--- config.mk ---
export PLATFORM = sky130hd
export DESIGN_NAME = decode_queue
export DESIGN_NICKNAME = d
export VERILOG_FILES = /design/src/rtl/decode_pkg.sv /design/src/rtl/decode_queue_decoder.sv /design/src/rtl/decode_queue.sv
export SDC_FILE = /design/constraint.sdc
export NUM_CORES = 2
export LEC_CHECK = 0
export CAP_MARGIN = 40
export CORE_UTILIZATION = 55
export CTS_CLUSTER_DIAMETER = 150
export DETAILED_ROUTE_END_ITERATION = 7
export GPL_TIMING_DRIVEN = 0
export PLACE_DENSITY = 0.75
export SETUP_SLACK_MARGIN = 0.05
export SYNTH_ARGS = -nofsm -noshare
export SYNTH_HDL_FRONTEND = slang
export SYNTH_SLANG_ARGS = --single-unit
--- constraint.sdc ---
create_clock -name clk -period 13.9 [get_ports clk]
set_input_delay 2.085 -clock clk [delete_from_list [all_inputs] [get_ports clk]]
set_output_delay 2.085 -clock clk [all_outputs]
set_load 0.02 [all_outputs]
--- src/rtl/decode_pkg.sv ---
// Shared types for the decode stage: decoded-instruction layout, queue entry,
// opcode constants and the control-transfer predicate used by the issue window.
package decode_pkg;

   typedef logic [31:0] word_t;
   typedef logic [31:0] instr_t;
   typedef logic [2:0]  lane_cnt_t;   // holds 0..4 lanes

   typedef enum logic [3:0] {
      ALU_ADD, ALU_SUB, ALU_AND, ALU_OR, ALU_XOR, ALU_NOR,
      ALU_SLT, ALU_SLTU, ALU_SLL, ALU_SRL, ALU_SRA, ALU_LUI
   } alu_op_e;

   typedef enum logic [1:0] {BR_EQ, BR_NE, BR_LEZ, BR_GTZ} br_cond_e;

   typedef struct packed {
      alu_op_e  alu_op;
      br_cond_e br_cond;
      logic     alu_src_imm;
      logic     regwrite;
      logic     memread;
      logic     memwrite;
      logic     branch;
      logic     jump;
      logic     link;
   } control_t;

   typedef struct packed {
      control_t    ctl;
      logic [4:0]  srca;
      logic [4:0]  srcb;
      logic [4:0]  dest;
      word_t       imm;
      word_t       target;        // branch/jump target computed from pc+4
      logic        exception_ri;  // reserved instruction
   } decoded_instr_t;

   typedef struct packed {
      decoded_instr_t instr;
      word_t          pc;
      logic           if_exc;
   } queue_entry_t;

   localparam logic [5:0] OP_SPECIAL = 6'h00, OP_J    = 6'h02, OP_JAL   = 6'h03;
   localparam logic [5:0] OP_BEQ     = 6'h04, OP_BNE  = 6'h05, OP_BLEZ  = 6'h06;
   localparam logic [5:0] OP_BGTZ    = 6'h07, OP_ADDIU = 6'h09, OP_SLTI = 6'h0A;
   localparam logic [5:0] OP_SLTIU   = 6'h0B, OP_ANDI = 6'h0C, OP_ORI   = 6'h0D;
   localparam logic [5:0] OP_XORI    = 6'h0E, OP_LUI  = 6'h0F, OP_LW    = 6'h23;
   localparam logic [5:0] OP_SW      = 6'h2B;

   localparam logic [5:0] FN_SLL  = 6'h00, FN_SRL  = 6'h02, FN_SRA = 6'h03;
   localparam logic [5:0] FN_JR   = 6'h08, FN_JALR = 6'h09, FN_ADDU = 6'h21;
   localparam logic [5:0] FN_SUBU = 6'h23, FN_AND  = 6'h24, FN_OR  = 6'h25;
   localparam logic [5:0] FN_XOR  = 6'h26, FN_NOR  = 6'h27, FN_SLT = 6'h2A;
   localparam logic [5:0] FN_SLTU = 6'h2B;

   // A branch or jump owns the following delay slot.
   function automatic logic is_ctrl_transfer(control_t c);
      return c.branch | c.jump;
   endfunction

endpackage

--- src/rtl/decode_queue_decoder.sv ---
// Single-lane combinational MIPS-subset decoder; unknown encodings raise
// exception_ri with all control and source fields cleared.
module decoder
   import decode_pkg::*;
(
   input  logic [31:0]    i_instr,
   input  logic [31:0]    i_pc_plus4,
   output decoded_instr_t o_dec
);

   logic [5:0] w_op, w_funct;
   logic [4:0] w_rs, w_rt, w_rd;
   word_t      w_simm;
   logic       w_ri;

   assign w_op    = i_instr[31:26];
   assign w_funct = i_instr[5:0];
   assign w_rs    = i_instr[25:21];
   assign w_rt    = i_instr[20:16];
   assign w_rd    = i_instr[15:11];
   assign w_simm  = {{16{i_instr[15]}}, i_instr[15:0]};

   // Field extraction and per-opcode control generation.
   always_comb begin
      // NOTE: every output gets a default first so no path leaves it unassigned (no latch).
      o_dec        = '0;
      w_ri         = 1'b0;
      o_dec.srca   = w_rs;
      o_dec.srcb   = w_rt;
      o_dec.imm    = w_simm;
      o_dec.target = i_pc_plus4 + {w_simm[29:0], 2'b00};
      case (w_op)
         OP_SPECIAL: begin
            o_dec.dest         = w_rd;
            o_dec.imm          = {27'd0, i_instr[10:6]};
            o_dec.ctl.regwrite = 1'b1;
            case (w_funct)
               FN_ADDU: o_dec.ctl.alu_op = ALU_ADD;
               FN_SUBU: o_dec.ctl.alu_op = ALU_SUB;
               FN_AND:  o_dec.ctl.alu_op = ALU_AND;
               FN_OR:   o_dec.ctl.alu_op = ALU_OR;
               FN_XOR:  o_dec.ctl.alu_op = ALU_XOR;
               FN_NOR:  o_dec.ctl.alu_op = ALU_NOR;
               FN_SLT:  o_dec.ctl.alu_op = ALU_SLT;
               FN_SLTU: o_dec.ctl.alu_op = ALU_SLTU;
               FN_SLL:  o_dec.ctl.alu_op = ALU_SLL;
               FN_SRL:  o_dec.ctl.alu_op = ALU_SRL;
               FN_SRA:  o_dec.ctl.alu_op = ALU_SRA;
               FN_JR: begin
                  o_dec.ctl.jump     = 1'b1;
                  o_dec.ctl.regwrite = 1'b0;
                  o_dec.dest         = 5'd0;
                  o_dec.srcb         = 5'd0;
               end
               FN_JALR: begin
                  o_dec.ctl.jump = 1'b1;
                  o_dec.ctl.link = 1'b1;
                  o_dec.srcb     = 5'd0;
               end
               default: w_ri = 1'b1;
            endcase
         end
         OP_J, OP_JAL: begin
            o_dec.ctl.jump     = 1'b1;
            o_dec.ctl.link     = (w_op == OP_JAL);
            o_dec.ctl.regwrite = (w_op == OP_JAL);
            o_dec.dest         = (w_op == OP_JAL) ? 5'd31 : 5'd0;
            o_dec.srca         = 5'd0;
            o_dec.srcb         = 5'd0;
            o_dec.target       = {i_pc_plus4[31:28], i_instr[25:0], 2'b00};
         end
         OP_BEQ, OP_BNE, OP_BLEZ, OP_BGTZ: begin
            o_dec.ctl.branch  = 1'b1;
            o_dec.ctl.alu_op  = ALU_SUB;
            o_dec.ctl.br_cond = br_cond_e'(w_op[1:0]);
            if (w_op[1]) o_dec.srcb = 5'd0;
         end
         OP_ADDIU, OP_SLTI, OP_SLTIU, OP_ANDI, OP_ORI, OP_XORI, OP_LUI, OP_LW: begin
            o_dec.ctl.regwrite    = 1'b1;
            o_dec.ctl.alu_src_imm = 1'b1;
            o_dec.ctl.memread     = (w_op == OP_LW);
            o_dec.dest            = w_rt;
            o_dec.srcb            = 5'd0;
            case (w_op)
               OP_SLTI:  o_dec.ctl.alu_op = ALU_SLT;
               OP_SLTIU: o_dec.ctl.alu_op = ALU_SLTU;
               OP_ANDI:  o_dec.ctl.alu_op = ALU_AND;
               OP_ORI:   o_dec.ctl.alu_op = ALU_OR;
               OP_XORI:  o_dec.ctl.alu_op = ALU_XOR;
               OP_LUI:   o_dec.ctl.alu_op = ALU_LUI;
               default:  o_dec.ctl.alu_op = ALU_ADD;
            endcase
            if (w_op inside {OP_ANDI, OP_ORI, OP_XORI}) o_dec.imm = {16'd0, i_instr[15:0]};
            if (w_op == OP_LUI) begin
               o_dec.imm  = {i_instr[15:0], 16'd0};
               o_dec.srca = 5'd0;
            end
         end
         OP_SW: begin
            o_dec.ctl.memwrite    = 1'b1;
            o_dec.ctl.alu_src_imm = 1'b1;
         end
         default: w_ri = 1'b1;
      endcase
      if (w_ri) begin
         o_dec              = '0;
         o_dec.exception_ri = 1'b1;
      end
   end

endmodule

--- src/rtl/decode_queue.sv ---
// Multi-lane decode stage with a circular decoded-instruction buffer. Lanes are
// decoded on enqueue; the oldest entries are offered to issue, never splitting
// a branch/jump from its delay slot.
module decode_queue
   import decode_pkg::*;
#(
   parameter int FETCH_WIDTH = 2,
   parameter int ISSUE_WIDTH = 2,
   parameter int DEPTH       = 8
) (
   input  logic                               clk,
   input  logic                               resetn,
   input  logic                               flush,
   input  logic                               in_valid,
   output logic                               in_ready,
   input  logic [FETCH_WIDTH-1:0]             in_mask,
   input  logic [FETCH_WIDTH-1:0][31:0]       in_instr,
   input  logic [FETCH_WIDTH-1:0][31:0]       in_pc,
   input  logic [FETCH_WIDTH-1:0]             in_if_exc,
   output logic [ISSUE_WIDTH-1:0]             out_valid,
   output decoded_instr_t [ISSUE_WIDTH-1:0]   out_instr,
   output logic [ISSUE_WIDTH-1:0][31:0]       out_pc,
   output logic [ISSUE_WIDTH-1:0]             out_if_exc,
   input  logic [$clog2(ISSUE_WIDTH+1)-1:0]   out_accept,
   output logic [$clog2(DEPTH):0]             occupancy
);

   localparam int PTR_W = $clog2(DEPTH);
   localparam int OCC_W = PTR_W + 1;

   queue_entry_t     r_mem [DEPTH];
   logic [PTR_W-1:0] r_head, r_tail;
   logic [OCC_W-1:0] r_occ;

   decoded_instr_t   w_dec [FETCH_WIDTH];
   queue_entry_t     w_entry [FETCH_WIDTH];
   queue_entry_t     w_head_entry [ISSUE_WIDTH];
   logic [ISSUE_WIDTH:0] w_offer;   // top bit is a constant-0 sentinel
   logic             w_enq_fire;
   lane_cnt_t        w_enq_cnt, w_offer_cnt;
   logic             w_split;

   assign in_ready   = (OCC_W'(DEPTH) - r_occ) >= OCC_W'(FETCH_WIDTH);
   assign w_enq_fire = in_valid && in_ready && !flush;
   assign occupancy  = r_occ;

   for (genvar g = 0; g < FETCH_WIDTH; g++) begin : g_dec
      decoder u_decoder (
         .i_instr    (in_instr[g]),
         .i_pc_plus4 (in_pc[g] + 32'd4),
         .o_dec      (w_dec[g])
      );
      assign w_entry[g] = '{instr: w_dec[g], pc: in_pc[g], if_exc: in_if_exc[g]};
   end

   // Count lanes written this cycle.
   always_comb begin
      w_enq_cnt = '0;
      for (int i = 0; i < FETCH_WIDTH; i++)
         if (w_enq_fire && in_mask[i]) w_enq_cnt = w_enq_cnt + lane_cnt_t'(1);
   end

   // Build the issue window: oldest entries first, then withhold any branch
   // whose delay slot is not offered alongside it (top lane down).
   always_comb begin
      w_offer     = '0;
      w_offer_cnt = '0;
      w_split     = 1'b0;
      for (int k = 0; k < ISSUE_WIDTH; k++) begin
         w_head_entry[k] = r_mem[r_head + PTR_W'(k)];
         w_offer[k]      = OCC_W'(k) < r_occ;
      end
      for (int k = ISSUE_WIDTH - 1; k >= 0; k--)
         if (w_offer[k] && is_ctrl_transfer(w_head_entry[k].instr.ctl) && !w_offer[k+1])
            w_offer[k] = 1'b0;
      for (int k = 0; k < ISSUE_WIDTH; k++) begin
         if (w_offer[k]) w_offer_cnt = w_offer_cnt + lane_cnt_t'(1);
         if (lane_cnt_t'(k + 1) == lane_cnt_t'(out_accept) && is_ctrl_transfer(w_head_entry[k].instr.ctl))
            w_split = 1'b1;
      end
   end

   for (genvar g = 0; g < ISSUE_WIDTH; g++) begin : g_out
      assign out_valid[g]  = w_offer[g];
      assign out_instr[g]  = w_head_entry[g].instr;
      assign out_pc[g]     = w_head_entry[g].pc;
      assign out_if_exc[g] = w_head_entry[g].if_exc;
   end

   // Entry storage write port.
   // NOTE: the entry array has no reset; validity is tracked solely by head/occupancy.
   always_ff @(posedge clk) begin
      if (w_enq_fire)
         for (int i = 0; i < FETCH_WIDTH; i++)
            if (in_mask[i]) r_mem[r_tail + PTR_W'(i)] <= w_entry[i];
   end

   // Head/tail pointers and occupancy; flush overrides enqueue and dequeue.
   // NOTE: non-blocking assignments so every register samples pre-edge values.
   always_ff @(posedge clk or negedge resetn) begin
      if (!resetn) begin
         r_head <= '0;
         r_tail <= '0;
         r_occ  <= '0;
      end else if (flush) begin
         r_head <= '0;
         r_tail <= '0;
         r_occ  <= '0;
      end else begin
         r_head <= r_head + PTR_W'(out_accept);
         r_tail <= r_tail + PTR_W'(w_enq_cnt);
         r_occ  <= r_occ + OCC_W'(w_enq_cnt) - OCC_W'(out_accept);
      end
   end

   a_accept_le_offer: assert property (@(posedge clk) disable iff (!resetn || flush)
      lane_cnt_t'(out_accept) <= w_offer_cnt)
      else $error("out_accept exceeds offered lanes");

   a_no_delay_slot_split: assert property (@(posedge clk) disable iff (!resetn || flush)
      !w_split)
      else $error("out_accept separates a branch from its delay slot");

endmodule

# Word level (Yosys, flattened, before mapping)
# Memories as Yosys holds them, arrays and structs flattened.
# Index checks and enable logic that the tools add are counted.
# word_totals
ff_bits	10
memories	1
mem_bits_ro	0
ram_bits	1008
input_bits	138
latch_bits	0
word_cells	175
# classes
magnitude_cmp	3
n_reduce_logical	31
n_mul	0
n_eq_ne	54
bitwise_logic	2
n_addsub	12
shift	0
n_mux	69
div_mod_pow	0
# mem_list
memory	words	word_bits	rd	rd_ports_with_merged_regs	wr	line_no	text
r_mem	8	126	2	0	2	decode_queue.sv:31	queue_entry_t r_mem [DEPTH];
# ops
cell	count
32-bit 2-to-1 mux	6
93-bit 2-to-1 mux	2
32-bit one-hot mux with 2 select lines	2
6-bit equality test (second input constant)	20
6-bit by 4-bit equality test with 1-bit output (second input constant)	18
4-bit one-hot mux with 10 select lines	2
32-bit by 3-bit adder with 32-bit output (second input constant)	2
32-bit adder	2
5-bit one-hot mux with 3 select lines	4
5-bit 2-to-1 mux	10
6-bit by 2-bit equality test with 1-bit output (second input constant)	8
6-bit by 3-bit equality test with 1-bit output (second input constant)	8
4-bit one-hot mux with 6 select lines	2
15-bit OR reduction	2
13-bit OR reduction	2
1-bit 2-to-1 mux	25
6-bit logical NOT	4
4-bit one-hot mux with 3 select lines	2
5-bit one-hot mux with 2 select lines	2
10-bit OR reduction	2
9-bit OR reduction	2
8-bit OR reduction	2
3-bit by 1-bit adder with 3-bit output (second input constant)	3
3-bit 2-to-1 mux	3
other kinds (18)	36

# Logic depth before layout (Yosys ltp)
# depth
word_depth	11
ltp_mapped	20
depth_no_buf	18

# Modules after synthesis
# Synthesis repeated with hierarchy kept, for this count alone.
# unflattened
cells_unflattened	4338
hier_area_um2	65959.5
# by_module_without_submodules
module	seq_area_each_um2	area_per_inst_um2	cells_per_inst	n_inst
decode_queue	30519.3	59968.8	3371	1
decoder at g_dec[0].u_decoder	0.0	2996.6	484	1
decoder at g_dec[1].u_decoder	0.0	2994.1	483	1

# Worst setup path after synthesis
# No wires, ideal clock.
# synth_path
path_type	input port to flip-flop
from	input flush
to	memory r_mem[2][0] (netlist bit) (enable)
path_slack_ns	1.359
path_stages	5
arrival_ns	11.746
setup_ns	0.795
path_cell_list	inv_1 -> o311a_1 -> and2_1 -> nand2_1 -> o31ai_1
# synth_lines
item	line_no	text
from (decl)	decode_queue.sv:13	input logic flush,
to (decl)	decode_queue.sv:31	

==> metrics.txt <==
PortBufs=366; clk root buf=clkbuf_16; Ys Warns=0; WL final=278 mm; WP data arrival=~5.3 ns; total number of vias=57088; startpoint types=flop; worst path required time=11.81 ns; critical path cell sequence=ha_1 > buf_2 > clkbuf_1 > buf_6 > buf_1 > buf_8 > mux4_2 > mux2_2 > clkdlybuf4s50_1; Syn Inst Count=5522; core area=around 110000 sq um; clock skew=about 0.027 ns; Pwr per Cell Area=134 nW/um^2; number of global-route vias before repair=53703; Slew Limit Headroom=24.6%; overall routing resource usage=46.8%; slowest cell delay on critical path=0.72 ns; initial drt markers=11750; Max Freq=approximately 140 MHz; nets=6456; Crit-path slowest cell=buf_1; Via-to-Cell Ratio=7.26; highest routed layer=met5; pin count of the biggest net entering global routing=22; Final Hold Viols=0; first-pass GRT wire length=385 mm; share of flip-flops with an asynchronous set or reset=0.982%; Critical Path End Type=output pin; Yosys cell types=92; total die area=117000 sq um; total CTS buffers=108; HPWL after DPL=a little over 200 mm; H-tree levels=3; clock slew seen by the registers of the worst setup and hold paths=0.06 ns; met2 WL=116 mm; I/O Pins=397; Hold-fix buffers, CTS=0; M1 WL=around 86 mm; ys flop type=edfxtp_1; post-place setup slack=6.39 ns; gp weighted congestion=approximately 1.0; measured slew at the worst slew-check pin=1.13 ns; Avg Synthesized Cell Area=11.5 sq um; Starting Density=between 50% and 60%; most common cell after layout, fill and taps aside=nand2_1; Area Overhead vs Synth=20.4%; Post-synth EDFFs=1008; Seq cells post-synth=1018; Post-CTS Setup Bufs=0; CP max FO=10; Hold WC Path Type=reg -> reg; Lkg Pwr=26.4 nW; Max Cap Violations=0; failing checks=design-rule violations; minimum clock period after layout=7.40 ns; fin cells=7863; Skew-Pair Late Insertion Delay=0.74 ns; Tcrit/Tclk final=53.2%; initial antenna violation count=24; Die Ht=342 um; dpl cells=7624; Design Power=0.0103 W; final setup vio count=0; most frequent cells in the layout=nand2_1 (1330), edfxtp_1 (1008), o21ai_0 (558); GRT Residual Overflow=0; WL met3=approximately 50 mm; Slew Viols, Final=0; share of cells above drive strength 1=about a fifth; CTS max path bufs=3; Setup Crit Path Kind=reg -> out; CTS tree=done; drt first pass iters=8; RSZ-0062 raised after global routing=false; post-route ant nets=0; Synth Cell Area=63500 sq um; register area share after synthesis=between 40% and 50%; Resized Gates After CTS=0; # rows=124; Final WS setup=6.50 ns; Die Width=342 um; peak supply drop=0.104 mV; syn nets=~5800; status=finished, violations left; post-DR wirelength/cell=35.4 um; DRC=201; CTS Sinks=1018
## cells by family (layout without fill, tap and decap cells)
logic type	count (synthesis)	in the layout	share of synthesized area, %
AND/OR/NAND/NOR	1812	1812	11.8
adder cells (fa/ha/maj)	90	90	1.84
AO/OA/AOI/OAI	1135	1135	10.0
other	0	33	0
buffers and inverters	541	1337	3.49
multiplexers	807	807	23.2
XOR/XNOR	119	119	1.65
flip-flops	1018	1018	48.0
## metrics by stage
step	area [sq um]	util (%)	TNS (ns)	hold slack, ns
final	76500	66.8	0	0.681
after global routing	76400	66.7	0	0.736
after CTS	76300	66.7	0	0.684
after detailed placement	72700	63.5	0	0.661
after global placement	69100	60.4	-9719.34	0.629
after floorplan	63500	-	0	0.596
## synth_stat cells, drive strengths merged (9+ instances only)
| cell type | number | area [sq um] |
|---|---|---|
| nand2 | 1333 | 5020 |
| edfxtp | 1008 | 30300 |
| o21ai | 618 | 3120 |
| mux4 | 504 | 11400 |
| clkbuf | 342 | 1390 |
| mux2 | 262 | 2950 |
| a21oi | 218 | 1100 |
| nor2 | 202 | 758 |
| buf | 158 | 677 |
| o22ai | 125 | 782 |
| ha | 84 | 1050 |
| xnor2 | 81 | 717 |
| nand3 | 70 | 350 |
| and2 | 51 | 322 |
| mux2i | 41 | 423 |
| xor2 | 38 | 333 |
| a21o | 37 | 279 |
| inv | 36 | 135 |
| and3 | 31 | 194 |
| nor3 | 29 | 161 |
| o21a | 28 | 210 |
| a211oi | 14 | 105 |
| nand4 | 14 | 87.6 |
| a22oi | 13 | 103 |
| nor2b | 13 | 81.3 |
| nand2b | 12 | 75.1 |
| a31oi | 11 | 81.3 |
| and4 | 10 | 87.6 |
| dfrtp | 10 | 250 |
| or3 | 10 | 67.6 |
| nor4 | 9 | 56.3 |
## flip-flops by register name, summed over array words and instances (netlist names)
name and flops:
occupancy 4, r_head 3, r_mem 1008, r_tail 3
## power by group
| group | internal [W] | switching [W] | total [W] |
|---|---|---|---|
| registers | 0.00354 | 0.0000638 | 0.00361 |
| clock network | 0.00173 | 0.00132 | 0.00305 |
| logic | 0.00155 | 0.00206 | 0.00361 |
## final cells by class
type	instances	area, sq um
fill	8218	38000
multi-input combinational	3963	30900
sequential	1018	30500
timing repair buffer	596	7250
clock buffer	131	2790
buffer	500	2070
tap	1512	1890
clock inverter	69	818
inverter	41	154
antenna	33	82.6
## per-layer routing
layer  up-vias  track usage [%]
met3      1507             20.2
met2      6188             66.3
li1      22258                -
met1     27117             56.8
met4        18             34.1
met5         -             1.31
## worst paths after layout
check,slack (ns),cells after the start,end,from
min in group asynchronous,1.67,1,r_head[0],resetn
hold / removal,0.68,2,r_head[0],r_head[0]
max in group asynchronous,11.89,1,r_tail[1],resetn
hold reg to reg,0.68,2,r_head[0],r_head[0]
setup reg to reg,8.74,16,r_mem[3][124],occupancy[1]
setup / recovery,6.50,9,out_instr[100],r_head[1]
## critical path: cells and delay by family, from the launching register on
family | cells | cell delay, ns
adders and majority gates | 1 | 0.28
buffers and inverters | 6 | 2.96
DFF | 1 | 0.42
muxes | 2 | 0.88
Power figures use the tool's default switching activity.
